$ cat src/rtl/rx_deframer.sv
// rx_deframer: serial HDLC/Econet receive deframer.
// Hunts for 0x7E flags, removes stuffed zeros, assembles bytes LSB-first,
// checks CRC-16 (x^16+x^12+x^5+1, init 0xFFFF) against GOOD_RESIDUE and
// streams payload bytes with FCS stripped, plus end-of-frame status.
// Optional build macro RX_STATS_EN adds good_frames/crc_errors/aborts counters.
module rx_deframer #(
    parameter logic [15:0] GOOD_RESIDUE = 16'h1D0F,
    parameter int unsigned MIN_BYTES    = 3
) (
    input  logic        netclk,
    input  logic        reset,
    input  logic        rxdata,
    output logic [7:0]  data_out,
    output logic        data_valid,
    output logic        eop,
    output logic        crc_ok,
    output logic        frame_error,
    output logic        abort,
    output logic        active
`ifdef RX_STATS_EN
    ,
    output logic [15:0] good_frames,
    output logic [15:0] crc_errors,
    output logic [15:0] aborts
`endif
);

    localparam logic [7:0] MIN_CNT = 8'(MIN_BYTES);

    typedef enum logic [1:0] {
        HUNT  = 2'd0,
        SYNC  = 2'd1,
        FRAME = 2'd2
    } state_t;

    state_t      state;
    state_t      next_state;
    logic [2:0]  ones;
    logic [2:0]  bitcnt;
    logic [7:0]  shreg;
    logic [7:0]  h1;
    logic [7:0]  h0;
    logic [1:0]  held;
    logic [7:0]  bytecount;
    logic [15:0] crc;
    logic [7:0]  new_byte;
    logic        is_flag;
    logic        is_stuff;
    logic        is_seven;
    logic        data_bit;
    logic        byte_done;
    logic        fe_now;

    // Serial LFSR unrolled over one byte, fed LSB-first.
    function automatic logic [15:0] crc_byte(input logic [15:0] c, input logic [7:0] b);
        logic [15:0] r;
        r = c;
        for (int unsigned i = 0; i < 8; i++) begin
            if (b[i] ^ r[15])
                r = {r[14:0], 1'b0} ^ 16'h1021;
            else
                r = {r[14:0], 1'b0};
        end
        return r;
    endfunction

    // State register.
    always_ff @(posedge netclk or posedge reset) begin
        if (reset)
            state <= HUNT;
        else
            state <= next_state;
    end

    // Classify the incoming bit and choose the next state.
    always_comb begin
        is_flag    = !rxdata && (ones == 3'd6);
        is_stuff   = !rxdata && (ones == 3'd5);
        is_seven   = rxdata && (ones == 3'd6);
        data_bit   = (state != HUNT) && !is_flag && !is_stuff && !is_seven;
        byte_done  = data_bit && (bitcnt == 3'd7);
        new_byte   = {rxdata, shreg[7:1]};
        fe_now     = (bytecount < MIN_CNT) || (bitcnt != 3'd7);
        next_state = state;
        case (state)
            HUNT: begin
                if (is_flag)
                    next_state = SYNC;
            end
            SYNC: begin
                if (is_seven)
                    next_state = HUNT;
                else if (byte_done)
                    next_state = FRAME;
            end
            FRAME: begin
                if (is_seven)
                    next_state = HUNT;
                else if (is_flag)
                    next_state = SYNC;
            end
            default: next_state = HUNT;
        endcase
    end

    // Consecutive-ones counter, saturating at 7.
    always_ff @(posedge netclk or posedge reset) begin
        if (reset)
            ones <= '0;
        else if (!rxdata)
            ones <= '0;
        else if (ones != 3'd7)
            ones <= ones + 3'd1;
    end

    // Byte assembly, CRC, two-deep holding pipeline and registered strobes.
    // Two bytes are always held back, so the FCS is still in (h1,h0) when the
    // closing flag arrives and is discarded with the pipeline.
    always_ff @(posedge netclk or posedge reset) begin
        if (reset) begin
            data_out    <= '0;
            data_valid  <= 1'b0;
            eop         <= 1'b0;
            crc_ok      <= 1'b0;
            frame_error <= 1'b0;
            abort       <= 1'b0;
            bitcnt      <= '0;
            shreg       <= '0;
            crc         <= '1;
            h1          <= '0;
            h0          <= '0;
            held        <= '0;
            bytecount   <= '0;
        end else begin
            data_valid  <= 1'b0;
            eop         <= 1'b0;
            crc_ok      <= 1'b0;
            frame_error <= 1'b0;
            abort       <= 1'b0;
            if (state == HUNT) begin
                if (is_flag) begin
                    bitcnt    <= '0;
                    crc       <= '1;
                    held      <= '0;
                    bytecount <= '0;
                end
            end else if (is_seven) begin
                abort <= (state == FRAME);
            end else if (is_flag) begin
                if (state == FRAME) begin
                    eop         <= 1'b1;
                    frame_error <= fe_now;
                    crc_ok      <= !fe_now && (crc == GOOD_RESIDUE);
                end
                bitcnt    <= '0;
                crc       <= '1;
                held      <= '0;
                bytecount <= '0;
            end else if (data_bit) begin
                shreg  <= new_byte;
                bitcnt <= bitcnt + 3'd1;
                if (byte_done) begin
                    crc <= crc_byte(crc, new_byte);
                    if (held == 2'd2) begin
                        data_out   <= h1;
                        data_valid <= 1'b1;
                    end else begin
                        held <= held + 2'd1;
                    end
                    h1 <= h0;
                    h0 <= new_byte;
                    if (bytecount < MIN_CNT)
                        bytecount <= bytecount + 8'd1;
                end
            end
        end
    end

    // Frame-in-progress indicator.
    always_comb begin
        active = (state == FRAME);
    end

`ifdef RX_STATS_EN
    // Frame statistics, counted from the registered end-of-frame and abort strobes.
    always_ff @(posedge netclk or posedge reset) begin
        if (reset) begin
            good_frames <= '0;
            crc_errors  <= '0;
            aborts      <= '0;
        end else begin
            if (eop && crc_ok)
                good_frames <= good_frames + 16'd1;
            if (eop && !crc_ok)
                crc_errors <= crc_errors + 16'd1;
            if (abort)
                aborts <= aborts + 16'd1;
        end
    end
`endif

endmodule

$ cat config.mk
export PLATFORM = sky130hd
export DESIGN_NAME = rx_deframer
export DESIGN_NICKNAME = d
export VERILOG_FILES = /design/src/rtl/rx_deframer.sv
export SDC_FILE = /design/constraint.sdc
export NUM_CORES = 1
export LEC_CHECK = 0
export ABC_AREA = 0
export CORE_MARGIN = 1.5
export CORE_UTILIZATION = 50
export CTS_CLUSTER_DIAMETER = 200
export DETAILED_ROUTE_END_ITERATION = 8
export GPL_TIMING_DRIVEN = 0
export PLACE_DENSITY = 0.67
export REMOVE_ABC_BUFFERS = 1
export SLEW_MARGIN = 20
export SYNTH_ARGS = -nofsm -noshare
export SYNTH_HDL_FRONTEND = slang
export SYNTH_SLANG_ARGS = --single-unit
$ cat constraint.sdc
create_clock -name netclk -period 5.44 [get_ports netclk]
set_input_delay 0.816 -clock netclk [delete_from_list [all_inputs] [get_ports netclk]]
set_output_delay 0.816 -clock netclk [all_outputs]
set_load 0.02 [all_outputs]
==> results.md, run 1 <==
- Crit start category: primary input
- Int Pwr: 1.46 mW
- Seq/Total Area, Yosys: 0.559
- Post CTS Setup Buffer Count: 0
- Post-synthesis cell area: 0.00317 mm2
- Core area: 0.00603 mm2
- EDFF count, synth: 0
- Min Tclk post-route: 2.91 ns
- H-tree depth: 3
- Hold_ws: 0.495 ns
- Final setup TNS: 0 ns
- Syn. warnings: 0
- Clk pin slew, worst setup/hold paths: 0.08 ns
- N_diodes: 0
- Fin util: 0.600
- Total clock sinks: 70
- Synth Register Bits: 70
- DIE AREA: 0.00682 mm2
- Layout cells sized above 1: 0.293
- Die H: 82.6 um
- Area Overhead vs Synth: 14.2%
- Grt ovf: 0
- Most frequent cells in the layout: dfrtp_1 (54), mux2_2 (30), o22a_1 (16), dfstp_2 (16), clkdlybuf4s50_1 (16)
- Cells after synthesis: 240
- Net switching power: 689 uW
- Area leader, netlist: dfrtp_1
- Final setup violating endpoints: 0
- Min-delay src: bytecount[3]
- Leakage: 1.60 nW
- Vias per cell: 5.43
- NumNets Final: 269
- Worst vdd ir: 0.345 mV
- CTS buffer count: 9
- Detailed Route WL: 4930 um
- Vias: 1834
- Buffers on Ports: 16
- Rows: 28
- Vias in the first global route: 1763
- Number of remaining DRC errors: 0
- Synth Area per Inst: 13.2 um2
- Setup Skew: 0.00707 ns
- CP max FO: 33
- Antenna violations before repair: 0
- Worst Setup End Kind: flop
- Clock root buffer: clkbuf_8
- R2r setup slk: 3.05 ns
- Max-slew violation count: 0
- Initial DRC count: 51
- Switching Share: 0.321
- DR WL/cell: 14.6 um
- Slew headroom: 0.502
- Routability Congestion: 0.810
- Max Cap Viol: 0
- Post-cts hold buffer count: 0
- CTS Buffer Depth: 2
- CTS tree: done
- Share of the synthesized area in the top cell type: 0.427
- Critical Path RT: 5.67 ns
- Drt pass-1 iters: 4
- WP data arrival: 3.13 ns
- Commonest non-fill, non-tap cell in the layout: dfrtp_1
- Initial core utilization: 0.526
- Asr flop ratio synth: 1.00
- Skew-Pair Late Insertion Delay: 0.34 ns
- Clock Power Share: 0.238
- Worst min path class: flop to flop
- Antenna viol nets, final: 0
- Post_cts resized: 0
- Combinational Power Share: 0.354
- Measured slew at the worst slew-check pin: 0.747 ns
- Post-synth cell types: 46
- R2r worst-path depth: 5
- Outcome: completed
- Worst r2r src: ones[0]
- WS Path Type: primary input to flop
- GRT Total Usage: 0.168
- First-pass GRT wire length: 8420 um
- Die width: 82.6 um
- Synth area leaders: dfrtp_1 (43%), dfstp_2 (13%), mux2_2 (11%)
- Seq pwr share: 0.407
- # fillers: 492
- Worst R2R End: h0[6]
- Final hold viol count: 0
- Ports: 17
- Largest net degree at the start of global routing: 40
- Worst hold stages: 1
- Unrepaired setup endpoints after global routing: false
- Worst Hold Path EP: bytecount[3]
- PD cells: 593 mW/mm2
- Most used DFF post-synth: dfrtp_1
- Fmax: 344 MHz
- Post-DP HPWL: 3280 um
- Period utilization: 0.534
## synth_stat cells, drive strengths merged, types with 5 or more instances
master / number
nand2: 9
ha: 8
buf: 7
o22a: 16
and2: 10
nor2: 6
xor2: 14
xnor2: 11
inv: 7
nand3: 5
dfstp: 16
dfrtp: 54
o21ai: 8
mux2: 31
## cell families (layout without fill, tap and decap cells)
| kind of cell | after synthesis | in the layout | share of synthesized area |
|---|---|---|---|
| buffers and inverters | 17 | 40 | 0.0320 |
| muxes | 33 | 33 | 0.118 |
| xor gates and xnor gates | 25 | 25 | 0.0691 |
| and+or+nand+nor | 52 | 52 | 0.104 |
| adders and majority gates | 8 | 8 | 0.0316 |
| AOI/OAI and AO/OA | 35 | 35 | 0.0857 |
| DFF | 70 | 70 | 0.559 |
## flip-flops by register name (all words and copies together), names as in the netlist, 2 cells and up
name	flops
crc	16
bytecount	8
data_out	8
h0	8
h1	8
shreg	7
bitcnt	3
ones	3
held	2
state	2
## power by group through the flow
stage                     combinational, mW  clock, mW  sequential [mW]
after floorplan                       0.612          0            0.863
after global placement                0.757          0            0.879
after detailed placement              0.769          0            0.885
after CTS                             0.773      0.524            0.875
after global routing                  0.862      0.543            0.904
final                                 0.760      0.512            0.873
## layout make-up
type	instances	area (um2)	share of cell area
Clock buffer	11	141	0.0391
Clock inverter	5	106	0.0294
Inverter	7	28.8	0.00796
Multi-Input combinational cell	153	1290	0.358
Sequential cell	70	1770	0.490
Tap cell	75	93.8	0.0260
Timing Repair Buffer	17	180	0.0498
## stage by stage
step	worst slack (ns)	instance area, um2	total power, mW	instances
global route	2.31	3620	2.31	338
floorplan	2.88	3090	1.48	230
detailed placement	2.10	3370	1.65	322
global placement	1.70	3350	1.64	321
finish	2.53	3620	2.14	338
CTS	2.47	3620	2.17	338
## how the worst max path moves through the flow
stage           start       to  slack, ns
2_1_floorplan   reset    abort       2.88
3_3_place_gp    reset  ones[1]       1.70
3_5_place_dp   rxdata    h1[0]       2.10
4_1_cts        rxdata    h0[6]       2.47
5_1_grt        rxdata    h1[5]       2.31
6_report       rxdata    h0[6]       2.53
## layer usage
layer  GRT usage  vias up  part of all wire
met5           0        -                 0
met4      0.0900        0             0.014
li1            -      889                 -
met3      0.0363        9             0.038
met1       0.228      908              0.51
met2       0.251       28              0.44
## critical path, stage by stage
cell and delay (ns):
clkdlybuf4s50_1 0.72, nor2b_1 0.10, o21ai_2 0.33, nand3_2 0.64, mux2_2 0.51
Note: power is estimated with default switching activity, not from simulation.
==> run 2: changes to the inputs <==
==> constraint.sdc (replaced) <==
create_clock -name netclk -period 2.99 [get_ports netclk]
set_input_delay 0.4485 -clock netclk [delete_from_list [all_inputs] [get_ports netclk]]
set_output_delay 0.4485 -clock netclk [all_outputs]
set_load 0.02 [all_outputs]
==> results of run 2 <==
The final DEF is identical to that of run 1. Status: completed.
Among the figures that moved: setup slack after placement 2.10 ns -> 0.0155 ns; clock-pin slew on the worst setup and hold paths 0.08 ns -> 0.07 ns; setup slack after layout 2.53 ns -> 0.450 ns; hold slack 0.495 ns -> 0.455 ns; register-to-register setup slack 3.05 ns -> 0.60 ns; total power 2.14 mW -> 3.90 mW; worst IR drop on VDD 0.345 mV -> 0.627 mV
